## src/rtl/cgra_cfg_pkg.sv

```systemverilog
// Purpose: shared state encoding, default chain geometry and word-count helper for the config loader.
// Latency: n/a (types and constants only).
// Backpressure: n/a.
package cgra_cfg_pkg;

  localparam int CHAIN_LEN_DEF = 46;
  localparam int WORD_W_DEF    = 32;

  typedef enum logic [2:0] {
    ST_IDLE   = 3'd0,
    ST_FETCH  = 3'd1,
    ST_SHIFT  = 3'd2,
    ST_VERIFY = 3'd3,
    ST_DONE   = 3'd4
  } cfg_state_t;

  // Number of host words needed to cover the whole chain (ceiling division).
  function automatic int words_required(input int chain_len, input int word_w);
    return (chain_len + word_w - 1) / word_w;
  endfunction

endpackage

```

## src/rtl/cfg_piso.sv

```systemverilog
// Purpose: parallel-load, serial-out shift register feeding the config chain, LSB first.
// Latency: loaded word's bit 0 is on ser_out the cycle after load.
// Backpressure: none; the controller decides when to load and when to shift.
module cfg_piso #(
  parameter int WORD_W = 32
) (
  input  logic              clk,
  input  logic              rst_n,
  input  logic              load,
  input  logic              shift,
  input  logic [WORD_W-1:0] load_dat,
  output logic              ser_out
);

  logic [WORD_W-1:0] sr;

  // Load has priority over shift; shifting moves the next bit into position 0.
  always_ff @(posedge clk or negedge rst_n) begin
    if (!rst_n) begin
      sr <= '0;
    end else if (load) begin
      sr <= load_dat;
    end else if (shift) begin
      sr <= sr >> 1;
    end
  end

  assign ser_out = sr[0];

endmodule

```

## src/rtl/config_chain_loader.sv

```systemverilog
// Purpose: loads a host bitstream into a scan-style config chain, then recirculates it once to compare ones counts.
// Latency: 2*CHAIN_LEN shift cycles plus fetch/done overhead per pass; done pulses one cycle after the last verify bit.
// Backpressure: word_ready only in FETCH; the chain simply pauses (shift enable low) while the host withholds a word.
module config_chain_loader
  import cgra_cfg_pkg::*;
#(
  parameter int CHAIN_LEN = CHAIN_LEN_DEF,
  parameter int WORD_W    = WORD_W_DEF
) (
  input  logic              Config_Clock,
  input  logic              Config_Reset,
  input  logic              start,
  input  logic [WORD_W-1:0] word_data,
  input  logic              word_valid,
  output logic              word_ready,
  output logic              chain_in,
  output logic              chain_shift_en,
  input  logic              chain_out,
  output logic              busy,
  output logic              done,
  output logic              err
);

  localparam int CNT_W = $clog2(CHAIN_LEN + 1);
  localparam int WB_W  = $clog2(WORD_W + 1);

  cfg_state_t       state;
  cfg_state_t       state_nxt;
  logic [CNT_W-1:0] bit_cnt;
  logic [CNT_W-1:0] ones_load;
  logic [CNT_W-1:0] ones_verify;
  logic [WB_W-1:0]  word_bit_cnt;
  logic             piso_load;
  logic             piso_shift;
  logic             piso_bit;
  logic             last_bit;
  logic             word_end;

  // Final chain bit of the current phase, and final bit of the current word.
  assign last_bit = (bit_cnt == CNT_W'(CHAIN_LEN - 1));
  assign word_end = (word_bit_cnt == WB_W'(WORD_W - 1));

  cfg_piso #(
    .WORD_W (WORD_W)
  ) u_piso (
    .clk      (Config_Clock),
    .rst_n    (Config_Reset),
    .load     (piso_load),
    .shift    (piso_shift),
    .load_dat (word_data),
    .ser_out  (piso_bit)
  );

  // State register.
  always_ff @(posedge Config_Clock or negedge Config_Reset) begin
    if (!Config_Reset) begin
      state <= ST_IDLE;
    end else begin
      state <= state_nxt;
    end
  end

  // Next-state and outputs; all outputs decode from state so reset clears them at once.
  always_comb begin
    state_nxt      = state;
    word_ready     = 1'b0;
    chain_shift_en = 1'b0;
    chain_in       = 1'b0;
    piso_load      = 1'b0;
    piso_shift     = 1'b0;
    busy           = (state != ST_IDLE);
    done           = 1'b0;
    case (state)
      ST_IDLE: begin
        if (start) state_nxt = ST_FETCH;
      end
      ST_FETCH: begin
        word_ready = 1'b1;
        if (word_valid) begin
          piso_load = 1'b1;
          state_nxt = ST_SHIFT;
        end
      end
      ST_SHIFT: begin
        chain_shift_en = 1'b1;
        chain_in       = piso_bit;
        piso_shift     = 1'b1;
        // Chain end wins over word end, so unused bits of the last word are dropped.
        if (last_bit)      state_nxt = ST_VERIFY;
        else if (word_end) state_nxt = ST_FETCH;
      end
      ST_VERIFY: begin
        chain_shift_en = 1'b1;
        chain_in       = chain_out;
        if (last_bit) state_nxt = ST_DONE;
      end
      ST_DONE: begin
        done      = 1'b1;
        state_nxt = ST_IDLE;
      end
      default: state_nxt = ST_IDLE;
    endcase
  end

  // Bit/word counters, load and verify ones counters, and the sticky mismatch flag.
  always_ff @(posedge Config_Clock or negedge Config_Reset) begin
    if (!Config_Reset) begin
      bit_cnt      <= '0;
      word_bit_cnt <= '0;
      ones_load    <= '0;
      ones_verify  <= '0;
      err          <= 1'b0;
    end else begin
      case (state)
        ST_IDLE: begin
          if (start) begin
            bit_cnt      <= '0;
            word_bit_cnt <= '0;
            ones_load    <= '0;
            ones_verify  <= '0;
            err          <= 1'b0;
          end
        end
        ST_SHIFT: begin
          ones_load    <= ones_load + CNT_W'(chain_in);
          bit_cnt      <= last_bit ? '0 : bit_cnt + CNT_W'(1);
          word_bit_cnt <= word_end ? '0 : word_bit_cnt + WB_W'(1);
        end
        ST_VERIFY: begin
          ones_verify <= ones_verify + CNT_W'(chain_out);
          bit_cnt     <= last_bit ? '0 : bit_cnt + CNT_W'(1);
          if (last_bit) begin
            err <= (ones_load != (ones_verify + CNT_W'(chain_out)));
          end
        end
        default: ;
      endcase
    end
  end

endmodule

```

## config.mk

```make
export PLATFORM = sky130hd
export DESIGN_NAME = config_chain_loader
export DESIGN_NICKNAME = d
export VERILOG_FILES = /design/src/rtl/cgra_cfg_pkg.sv /design/src/rtl/cfg_piso.sv /design/src/rtl/config_chain_loader.sv
export SDC_FILE = /design/constraint.sdc
export NUM_CORES = 1
export LEC_CHECK = 0
export ABC_AREA = 1
export BUFFER_PORTS_ARGS = -buffer_cell sky130_fd_sc_hd__buf_2
export CORE_ASPECT_RATIO = 1.25
export CORE_UTILIZATION = 53
export CTS_BUF_LIST = sky130_fd_sc_hd__clkbuf_16
export CTS_CLUSTER_DIAMETER = 120
export DETAILED_ROUTE_END_ITERATION = 10
export PLACE_DENSITY = 0.83
export RECOVER_POWER = 25
export SLEW_MARGIN = 30
export SYNTH_ARGS = -nofsm -noshare
export SYNTH_HDL_FRONTEND = slang
export SYNTH_SLANG_ARGS = --single-unit
export TNS_END_PERCENT = 100
```

## constraint.sdc

```tcl
create_clock -name Config_Clock -period 1.8 [get_ports Config_Clock]
set_input_delay 0.09 -clock Config_Clock [delete_from_list [all_inputs] [get_ports Config_Clock]]
set_output_delay 0.09 -clock Config_Clock [all_outputs]
set_load 0.01 [all_outputs]
```

# Yosys cells after proc, flatten, opt, wreduce, memory -nomap -nowiden
# Cells that the tools add are included.
dict set report totals {
  romBits 0
  wordCells 59
  out_inout_bits 6
  regBits 60
  in_bits 37
  memories 0
  mem_bits_rw 0
  latchBits 0
}
dict set report classes {
  n_bitwise 0
  n_mul 0
  n_div 0
  order_cmp 0
  n_reduce_logical 12
  addsub 4
  eq_ne 11
  n_mux 25
  shift 0
}
# op n
set ops {}
lappend ops {{two-way mux 32 bit} 2}
lappend ops {{case mux 6 bit (2 select lines)} 4}
lappend ops {{two-way mux 6 bit} 3}
lappend ops {{two-way mux 3 bit} 5}
lappend ops {{adder 6 x 1 -> 6 bit} 2}
lappend ops {{adder 6 x 1 -> 6 bit (second input constant)} 2}
lappend ops {{case mux 3 bit (4 select lines)} 1}
lappend ops {{two-way mux 1 bit} 8}
lappend ops {{nonzero test 2 bit} 4}
lappend ops {{equality test 3 x 2 -> 1 bit (second input constant)} 2}
lappend ops {{equality test 6 x 5 -> 1 bit (second input constant)} 1}
lappend ops {{equality test 6 bit (second input constant)} 1}
lappend ops {{!= test 2 bit (second input constant)} 3}
lappend ops {{!= test 6 bit} 1}
lappend ops {{AND reduction 2 bit} 3}
lappend ops {{case mux 1 bit (2 select lines)} 2}
lappend ops {{AND reduction 4 bit} 1}
lappend ops {{equality test 3 x 1 -> 1 bit (second input constant)} 1}
lappend ops {{equality test 3 bit (second input constant)} 1}
lappend ops {{zero test 3 bit} 1}
lappend ops {{!= test 3 bit (second input constant)} 1}
lappend ops {{AND reduction 3 bit} 1}
lappend ops {{nonzero test 3 bit} 1}
lappend ops {{OR reduction 2 bit} 1}

# Logic depth before layout (Yosys ltp)
# Gate-level depths: netlist of the first run.
dict set report depth {
  ltp_word 4
  ltp_mapped 14
}

# Cells and area by module
# From an unflattened synthesis of the first run, not the netlist that was laid out.
dict set report unflattened {
  cells_unflattened 380
  hier_area_um2 3166.8
}
# module instances area_each_um2 seq_area_each_um2 cells_per_inst
set modules_own_cells {}
lappend modules_own_cells {config_chain_loader 1 1685.4 700.7 206}
lappend modules_own_cells {cfg_piso 1 1481.4 800.8 174}

# Worst setup path before layout of the first run
# No wires, ideal clock.
dict set report synth_path {
  path_type {flip-flop to flip-flop}
  startpoint {register state[2]}
  endpoint {register ones_load[4]}
  synth_period_minus_slack_ns 2.054
  n_path_buf 1
  arrival_time_ns 1.929
  setup_time_ns 0.125
  slack_ns -0.254
  path_stages_with_launch 11
  path_cell_list {dfrtp_1 nor2_4 nand2_4 buf_2 o21ai_0 ha_1 ha_1 nand2_1 inv_1 nand3_1 mux2i_1}
}
dict set report synth_between {
  elab_chain_cells 4
  elab_cells_between_ends 9
}
# item line
set synth_rtl {}
lappend synth_rtl {{from (decl)} config_chain_loader.sv:27} ;# cfg_state_t state;
lappend synth_rtl {{from (signal assigned)} config_chain_loader.sv:59} ;# state <= state_nxt;
lappend synth_rtl {{equality test 3 x 2 -> 1 bit} config_chain_loader.sv:73} ;# case (state)
lappend synth_rtl {{case mux 1 bit (2 select lines) *} config_chain_loader.sv:73}
lappend synth_rtl {{named net chain_in} config_chain_loader.sv:16} ;# output logic chain_in,
lappend synth_rtl {{adder 6 x 1 -> 6 bit *} config_chain_loader.sv:125} ;# ones_load <= ones_load + CNT_W'(chain_in);
lappend synth_rtl {{case mux 6 bit (2 select lines) *} config_chain_loader.sv:114} ;# case (state)
lappend synth_rtl {{to (signal assigned)} config_chain_loader.sv:125}
lappend synth_rtl {{to (decl)} config_chain_loader.sv:30} ;# logic [CNT_W-1:0] ones_load;
# Mark *: on every way through the listed nets, which the timed path passes. The rest lies on a longest branch.
# A chain may end at the register's enable or synchronous reset.

# Final worst setup path of the first run
dict set report layout_path {
  startpoint {register state[0]}
  endpoint {register ones_load[4]}
}
dict set report layout_between {
  elab_chain_cells 4
  elab_cells_between_ends 9
}
# item line
set layout_rtl {}
lappend layout_rtl {{equality test 3 x 2 -> 1 bit, on equally long branches} {config_chain_loader.sv:73, config_chain_loader.sv:114}}
lappend layout_rtl {{case mux 1 bit (2 select lines)} config_chain_loader.sv:73}
lappend layout_rtl {{adder 6 x 1 -> 6 bit} config_chain_loader.sv:125}
lappend layout_rtl {{case mux 6 bit (2 select lines)} config_chain_loader.sv:114}
# Several ways; a longest one is shown, not always the timed one.

==> impl_metrics.toml, run 1 <==
[status]
run_status = "complete, no violations"

[cells_and_area]
nets = 506
n_antenna_cell = 0
layout-drive-gt1-share_pct = 39.4
area_growth_pct = 25.9

[floorplanning]
initial_core_util_pct = 55.1
design.core.area_mm2 = 0.00657
top_level_ports = 43
die_height_um = 94.4
floorplan.rows = 33
die_width_um = 75.9
fp.dieArea_mm2 = 0.00716

[route]
number_of_detailed_route_iterations_in_the_first_pass = 5
route.antenna.remaining_nets = 0
drc = 0
initialDrtViolationCount = 130
num_vias = 2921
routed_via_density = 5.27
route.final.wire_length_um = 7960
routed_wire_length_per_instance_um = 14.4

[synth]
netlist_instances = 382
synth.ff_latch_count = 60
synth-xor-area-share_pct = 1.21
synth.area.mux_share_pct = 0.277
synth_edf_count = 0
synth_sequential_area_ratio_pct = 41.5
postSynth.topFlopCell = "sky130_fd_sc_hd__dfrtp_1"
synth_simple_gate_area_share_pct = 15.9
post_syn_area_per_cell_um2 = 9.47
dominant_combinational_cell_family_by_area_after_synthesis = "compound AO/OA/AOI/OAI gates"
synth_nets = 426
async_flop_share_pct = 100
synth_area_mm2 = 0.00362
synth_compound_area_share_pct = 27.2
cell_types_occupying_the_most_area_after_synthesis = "sky130_fd_sc_hd__dfrtp_1, sky130_fd_sc_hd__o21ai_2, sky130_fd_sc_hd__inv_1, sky130_fd_sc_hd__nand2_1, sky130_fd_sc_hd__buf_6"
yosys_warnings = 0
biggest_area_consumer_among_synthesized_cells = "sky130_fd_sc_hd__dfrtp_1"
synth_adder_area_share_pct = 2.42
yosys.cell_types.count = 38
yosysTopAreaCellShare_pct = 41.5

[worst_hold_path]
holdCritPathClass = "in -> reg"

[power]
total_leakage_power_uw = 0.00213
report.power.total_uw = 8190
vdd_ir_drop_max_uv = 1010
power_per_cell_area_mw_per_mm2 = 1800

[critical_path]
worst-endpoint-arrival_ns = 1.91
critical_path.startpoint_type = "flop"
setup.worst_path.end_class = "flop"
worst-setup-path-type = "reg -> reg"
critical-path-slowest-cell = "sky130_fd_sc_hd__dfrtp_1"
critical-path-max-stage-delay_ns = 0.40
timing.critical_path.cells = "inv_2, nor2_4, nand2_2, inv_1, nand2_1, o21ai_4, ha_4, ha_2, nand2_1, inv_2, nand3_2, mux2i_1"
worst_ep_required_time_ns = 2.00
worstPathMaxFanout = 3

[timing]
fmaxAchievable_mhz = 586
final_max_slew_viol_count = 0
finalClockSkew_ns = 0.00652
hold_viol_final = 0
final-setup-viol-count = 0
post-route-period-util_pct = 94.8
max-slew-margin-rel_pct = 28.0
hold_ws_ns = 0.00217
period_minus_slack_ns = 1.71
tightest_slew_ns = 1.08

[global_routing]
grt_start_max_net_pins = 43
grt_first_pass_wirelength_um = 13200
vias_in_the_first_global_route = 2908
congestion_overflow_gr = 0
antenna_violations_before_repair = 0
global_route.usage.total_pct = 24.8

[run]
cap_violations = 0

[clock_tree]
cts-root-buf = "sky130_fd_sc_hd__clkbuf_16"
clk_transition_reported_paths_ns = 0.05
numCtsBuffers = 9
cts_tree = "built"
clock_latency_ns = 0.32
cts_h_tree_depth = 3
cts-root-to-sink-buffers = 2
clock_sinks = 60

[place]
io_buffer_count = 42
dp_hpwl_um = 5050
routability_driven_placement_congestion_ratio = 0.880
[layout by cell type (no fill, tap or decap), types with 3 or more instances in the layout]
| cell type | netlist | routed |
|---|---|---|
| sky130_fd_sc_hd__buf_12 | 1 | 3 |
| sky130_fd_sc_hd__ha_1 | 7 | 3 |
| sky130_fd_sc_hd__inv_1 | 57 | 58 |
| sky130_fd_sc_hd__nand2_2 | 3 | 3 |
| sky130_fd_sc_hd__buf_2 | 2 | 40 |
| sky130_fd_sc_hd__dlygate4sd3_1 | 0 | 30 |
| sky130_fd_sc_hd__dfrtp_1 | 60 | 59 |
| sky130_fd_sc_hd__o21ai_2 | 84 | 84 |
| sky130_fd_sc_hd__o21ai_1 | 14 | 14 |
| sky130_fd_sc_hd__ha_2 | 0 | 3 |
| sky130_fd_sc_hd__a21oi_1 | 3 | 3 |
| sky130_fd_sc_hd__nand2_1 | 48 | 48 |
| sky130_fd_sc_hd__clkbuf_16 | 0 | 9 |
| sky130_fd_sc_hd__buf_4 | 0 | 7 |
| sky130_fd_sc_hd__o21ai_0 | 9 | 8 |
| sky130_fd_sc_hd__nor2_4 | 3 | 3 |
| sky130_fd_sc_hd__xor2_1 | 4 | 4 |
| sky130_fd_sc_hd__o22ai_1 | 7 | 7 |
| sky130_fd_sc_hd__inv_2 | 5 | 6 |
| sky130_fd_sc_hd__nor2_1 | 17 | 17 |
| sky130_fd_sc_hd__nand2_4 | 4 | 4 |
| sky130_fd_sc_hd__nand3_1 | 19 | 17 |
[per-layer routing]
layer  wire length (um)  global-route usage (%)  vias to the layer above  part of all wire [%]
met4                153                    11.9                        0                   1.9
met2               4260                    41.5                       72                    53
met5                  0                       0                        -                     0
met3                244                    3.84                       16                   3.1
li1                   -                       -                     1430                     -
met1               3300                    30.6                     1403                    42
[sequential cells by signal (all words and copies together) (netlist names)]
name          flops
bit_cnt           6
state             3
ones_verify       6
err               1
word_bit_cnt      6
ones_load         6
u_piso.sr        32
[final timing paths]
kind	slack [ns]	startpoint	to	cells after the start
worst max-delay path	0.09	state[0]$_DFFE_PN0P_	ones_load[4]$_DFFE_PN0P_	12
worst min-delay path	0.002	word_data[30]	u_piso.sr[30]$_DFFE_PN0P_	3
worst max register to register	0.09	state[0]$_DFFE_PN0P_	ones_load[4]$_DFFE_PN0P_	12
worst min register to register	0.48	err$_DFFE_PN0P_	err$_DFFE_PN0P_	2
max in group asynchronous	0.38	Config_Reset	u_piso.sr[17]$_DFFE_PN0P_	3
min in group asynchronous	0.49	Config_Reset	ones_load[4]$_DFFE_PN0P_	2
[layout make-up]
| type | instances | area [um2] |
|---|---|---|
| clock buffers | 9 | 225 |
| repair buffers | 83 | 632 |
| well taps | 87 | 109 |
| inverters | 65 | 262 |
| fillers | 474 | 2010 |
| clock inverters | 7 | 83.8 |
| multi-input cells | 243 | 1740 |
| flip-flops and latches | 60 | 1500 |
[synthesized netlist by cell type (2+ instances only)]
library cell                n
sky130_fd_sc_hd__o21ai_1   14
sky130_fd_sc_hd__dfrtp_1   60
sky130_fd_sc_hd__nor2_4     3
sky130_fd_sc_hd__nor3_1     2
sky130_fd_sc_hd__nand2_2    3
sky130_fd_sc_hd__buf_2      2
sky130_fd_sc_hd__a21oi_1    3
sky130_fd_sc_hd__inv_2      5
sky130_fd_sc_hd__o21ai_0    9
sky130_fd_sc_hd__nand2_1   48
sky130_fd_sc_hd__o22ai_1    7
sky130_fd_sc_hd__nand3b_1   2
sky130_fd_sc_hd__xor2_1     4
sky130_fd_sc_hd__o21ai_2   84
sky130_fd_sc_hd__inv_4      2
sky130_fd_sc_hd__inv_1     57
sky130_fd_sc_hd__buf_6     11
sky130_fd_sc_hd__nor2_1    17
sky130_fd_sc_hd__nand2_4    4
sky130_fd_sc_hd__nor3b_2    2
sky130_fd_sc_hd__ha_1       7
sky130_fd_sc_hd__nand3_1   19
sky130_fd_sc_hd__nor2_8     2
[power by group]
part	internal [uW]	switching, uW	total [uW]
combinational	1610	2560	4170
sequential	1930	305	2240
clock	1190	590	1780
[per-stage QoR]
step / cells / util (%) / instance area (um2) / setup TNS, ns / worst slack [ns]
6_report: 554 / 69.4 / 4560 / 0 / 0.0928
5_1_grt: 554 / 69.4 / 4560 / -0.0432 / -0.0149
4_1_cts: 552 / 68.9 / 4520 / 0 / 0.0460
3_5_place_dp: 507 / 59.7 / 3920 / 0 / 0.0585
3_3_place_gp: 507 / 59.7 / 3920 / 0 / 0.149
2_1_floorplan: 382 / - / 3640 / 0 / 0.00853
[logic make-up after synthesis]
logic type,after synthesis
multiplexers,1
XOR/XNOR,5
buffers and inverters,79
AO/OA/AOI/OAI,125
adder cells (fa/ha/maj),7
flip-flops,60
AND/OR/NAND/NOR,105
[what timing repair did]
item | in CTS | in global routing
hold buffers | 29 | 1
setup buffers | 0 | 1
resized for setup | 0 | 8
setup endpoints to repair | 0 | 4
hold endpoints to repair | 46 | 1
[worst max-delay path, delay by kind of cell (launching register included)]
kind | cells | cell delay, ns
buffers and inverters | 3 | 0.22
AOI/OAI and AO/OA | 1 | 0.09
adders and majority gates | 2 | 0.34
and+or+nand+nor | 5 | 0.40
DFF | 1 | 0.40
muxes | 1 | 0.13
No activity file was read; power rests on OpenSTA's default activity.
==> inputs of run 2 (changes only) <==
--- a/config.mk
+++ b/config.mk
@@ -8,14 +8,15 @@
 export ABC_AREA = 1
 export BUFFER_PORTS_ARGS = -buffer_cell sky130_fd_sc_hd__buf_2
 export CORE_ASPECT_RATIO = 1.25
-export CORE_UTILIZATION = 53
+export CORE_UTILIZATION = 52
 export CTS_BUF_LIST = sky130_fd_sc_hd__clkbuf_16
 export CTS_CLUSTER_DIAMETER = 120
 export DETAILED_ROUTE_END_ITERATION = 10
-export PLACE_DENSITY = 0.83
+export PLACE_DENSITY = 0.82
 export RECOVER_POWER = 25
 export SLEW_MARGIN = 30
 export SYNTH_ARGS = -nofsm -noshare
 export SYNTH_HDL_FRONTEND = slang
+export SYNTH_HIERARCHICAL = 1
 export SYNTH_SLANG_ARGS = --single-unit
 export TNS_END_PERCENT = 100
==> run 2 against run 1 <==
The run now ends with negative setup slack left. Synthesized area is 12% lower. Global-route usage increased by 0.61 points. Sequential power is 4% lower. Die area down 11%. Critical path depth is 1 lower. Clock skew is essentially flat. Flip-flop and latch count stayed put. Setup slack worse by 0.11 ns. Register-to-register slack got worse by 0.11 ns.
==> impl_metrics.toml, run 2 <==
[critical_path]
regToRegSetupSlack_ns = -0.02
worst-endpoint-arrival_ns = 2.02
worstPathMaxFanout = 3
ff2ff_path_depth = 11
worst-setup-path-type = "reg -> reg"
setup.worst_path.end_class = "flop"
critical_path.startpoint_type = "flop"
ff_to_ff_start = "state[2]$_DFFE_PN0P_"
worst_ep_required_time_ns = 2.01
r2r_end = "ones_load[4]$_DFFE_PN0P_"

[cells_and_area]
nets = 505
final_common_cell = "sky130_fd_sc_hd__nand2_1"
layout_common_cells = "sky130_fd_sc_hd__nand2_1, sky130_fd_sc_hd__nand3_1, sky130_fd_sc_hd__dfrtp_1"
n_antenna_cell = 0
largest_register_ff_count = 32
final_core_utilization_pct = 71.1
layout-drive-gt1-share_pct = 20.8
max_flop_register = "u_piso/sr"
area_growth_pct = 30.6
number_of_filler_instances_in_the_final_layout = 414

[synth]
netlist_top_cells_count = "sky130_fd_sc_hd__nand2_1, sky130_fd_sc_hd__nand3_1, sky130_fd_sc_hd__dfrtp_1, sky130_fd_sc_hd__inv_1, sky130_fd_sc_hd__nor2_1"
synth_area_mm2 = 0.00317
yosys_warnings = 6
synth_edf_count = 0
yosysTopAreaCellShare_pct = 47.4
post-synth-top-count-cell = "sky130_fd_sc_hd__nand2_1"
netlist_instances = 380
yosys.cell_types.count = 32
cell_types_occupying_the_most_area_after_synthesis = "sky130_fd_sc_hd__dfrtp_1, sky130_fd_sc_hd__nand3_1, sky130_fd_sc_hd__nand2_1, sky130_fd_sc_hd__inv_1, sky130_fd_sc_hd__ha_1"
synth_sequential_area_ratio_pct = 47.4
synth.ff_latch_count = 60
synth_nets = 424
post_syn_area_per_cell_um2 = 8.33
async_flop_share_pct = 100
biggest_area_consumer_among_synthesized_cells = "sky130_fd_sc_hd__dfrtp_1"
postSynth.topFlopCell = "sky130_fd_sc_hd__dfrtp_1"

[floorplanning]
floorplan.rows = 31
top_level_ports = 43
die_width_um = 71.8
design.core.area_mm2 = 0.00582
fp.dieArea_mm2 = 0.00641
die_height_um = 89.3
initial_core_util_pct = 54.4

[timing]
period_minus_slack_ns = 1.82
final_max_slew_viol_count = 0
tightest_slew_ns = 0.820
final-setup-viol-count = 1
finalSetupTns_ns = -0.0181
hold_viol_final = 0
fmaxAchievable_mhz = 550
final.setup.worst_slack_ns = -0.0181
finalClockSkew_ns = 0.00627
post-route-period-util_pct = 101
max-slew-margin-rel_pct = 45.3
hold_ws_ns = 0.000532

[global_routing]
vias_in_the_first_global_route = 2840
grt_first_pass_wirelength_um = 12300
grt_use_met3_pct = 4.17
grt_util_met2_pct = 45.8
global_route.usage.total_pct = 25.4
global_route.usage.met1_pct = 28.6
grt_start_max_net_pins = 61
antenna_violations_before_repair = 0
congestion_overflow_gr = 0
most_heavily_used_metal_layer_in_global_routing = "met2"

[worst_hold_path]
hold_end = "u_piso/sr[7]$_DFFE_PN0P_"
hold_start = "word_data[7]"
holdCritPathClass = "in -> reg"
min_delay_path_depth = 3

[clock_tree]
cts-root-to-sink-buffers = 2
clock_latency_ns = 0.33
cts_h_tree_depth = 3
clock_sinks = 60
numCtsBuffers = 9
clk_transition_reported_paths_ns = 0.05
cts_tree = "built"
cts-root-buf = "sky130_fd_sc_hd__clkbuf_16"

[status]
failed_checks = "negative setup slack"
run_status = "complete, but fails checks"

[power]
total_leakage_power_uw = 0.00203
report.power.total_uw = 6430
vdd_ir_drop_max_uv = 895
power_per_cell_area_mw_per_mm2 = 1550

[place]
dp_hpwl_um = 4450
placement.setup.worst_slack_ns = -0.0220
routability_driven_placement_congestion_ratio = 0.823
io_buffer_count = 42

[route]
drc = 0
routed_wire_length_per_instance_um = 14.9
number_of_detailed_route_iterations_in_the_first_pass = 5
route.final.wire_length_um = 7950
num_vias = 2976
initialDrtViolationCount = 261
route.antenna.remaining_nets = 0
routed_via_density = 5.59

[run]
cap_violations = 0
run 2: critical path: stages (launching register included):
cell                      delay, ns
sky130_fd_sc_hd__dfrtp_1       0.41
sky130_fd_sc_hd__inv_2         0.10
sky130_fd_sc_hd__nand2_4       0.07
sky130_fd_sc_hd__nor2_4        0.11
sky130_fd_sc_hd__a22o_1        0.23
sky130_fd_sc_hd__ha_4          0.18
sky130_fd_sc_hd__ha_4          0.13
sky130_fd_sc_hd__nand2_1       0.07
sky130_fd_sc_hd__inv_2         0.09
sky130_fd_sc_hd__nand3_2       0.11
sky130_fd_sc_hd__nor2_2        0.13
sky130_fd_sc_hd__a21oi_1       0.07
run 2: logic make-up (layout without fill, tap and decap cells):
logic type | Yosys count | after routing | share of synthesized area, %
AO/OA/AOI/OAI | 35 | 35 | 7.15
adder cells (fa/ha/maj) | 7 | 7 | 2.77
buffers and inverters | 52 | 137 | 8.46
AND/OR/NAND/NOR | 221 | 222 | 32.8
flip-flops | 60 | 60 | 47.4
XOR/XNOR | 5 | 5 | 1.38
run 2: worst max-delay path by stage:
stage                    startpoint  slack, ns                        to
2_1_floorplan  state[0]$_DFFE_PN0P_       0.01  ones_load[4]$_DFFE_PN0P_
3_3_place_gp   state[1]$_DFFE_PN0P_       0.14  ones_load[2]$_DFFE_PN0P_
3_5_place_dp   state[2]$_DFFE_PN0P_      -0.02  ones_load[5]$_DFFE_PN0P_
4_1_cts        state[0]$_DFFE_PN0P_      0.006  ones_load[4]$_DFFE_PN0P_
5_1_grt        state[2]$_DFFE_PN0P_      -0.08  ones_load[4]$_DFFE_PN0P_
6_report       state[2]$_DFFE_PN0P_      -0.02  ones_load[4]$_DFFE_PN0P_
run 2: power by group:
group	leakage [uW]	switching (uW)	internal [uW]
Sequential	0.000784	342	1820
Combinational	0.00108	1480	877
Clock	0.000166	583	1330
Total	0.00203	2400	4030
run 2: per-layer routing:
| layer | wire, um | up-vias |
|---|---|---|
| met4 | 215 | 0 |
| li1 | - | 1415 |
| met1 | 3180 | 1429 |
| met5 | 0 | - |
| met2 | 4130 | 114 |
| met3 | 420 | 18 |
run 2: cell type report:
type	instances	area, um2	share of cell area, %
flip-flops and latches	60	1500	36.4
multi-input cells	269	1470	35.5
repair buffers	82	589	14.3
clock buffers	9	225	5.45
inverters	39	159	3.84
clock inverters	7	106	2.57
well taps	66	82.6	2.00
run 2: per-stage QoR:
stage,cell area [um2],instances
floorplan,3170,380
global placement,3420,482
detailed placement,3420,482
CTS,4070,530
global route,4140,532
finish,4140,532
run 2: what timing repair did:
item / in CTS / in global routing
endpoints found under the hold margin: 89 / 0
gates cloned: 0 / 1
endpoints found under the setup margin: 2 / 27
pin swaps: 2 / 5
gates resized for setup: 5 / 17
hold buffers: 30 / 0
buffers inserted: 2 / 1
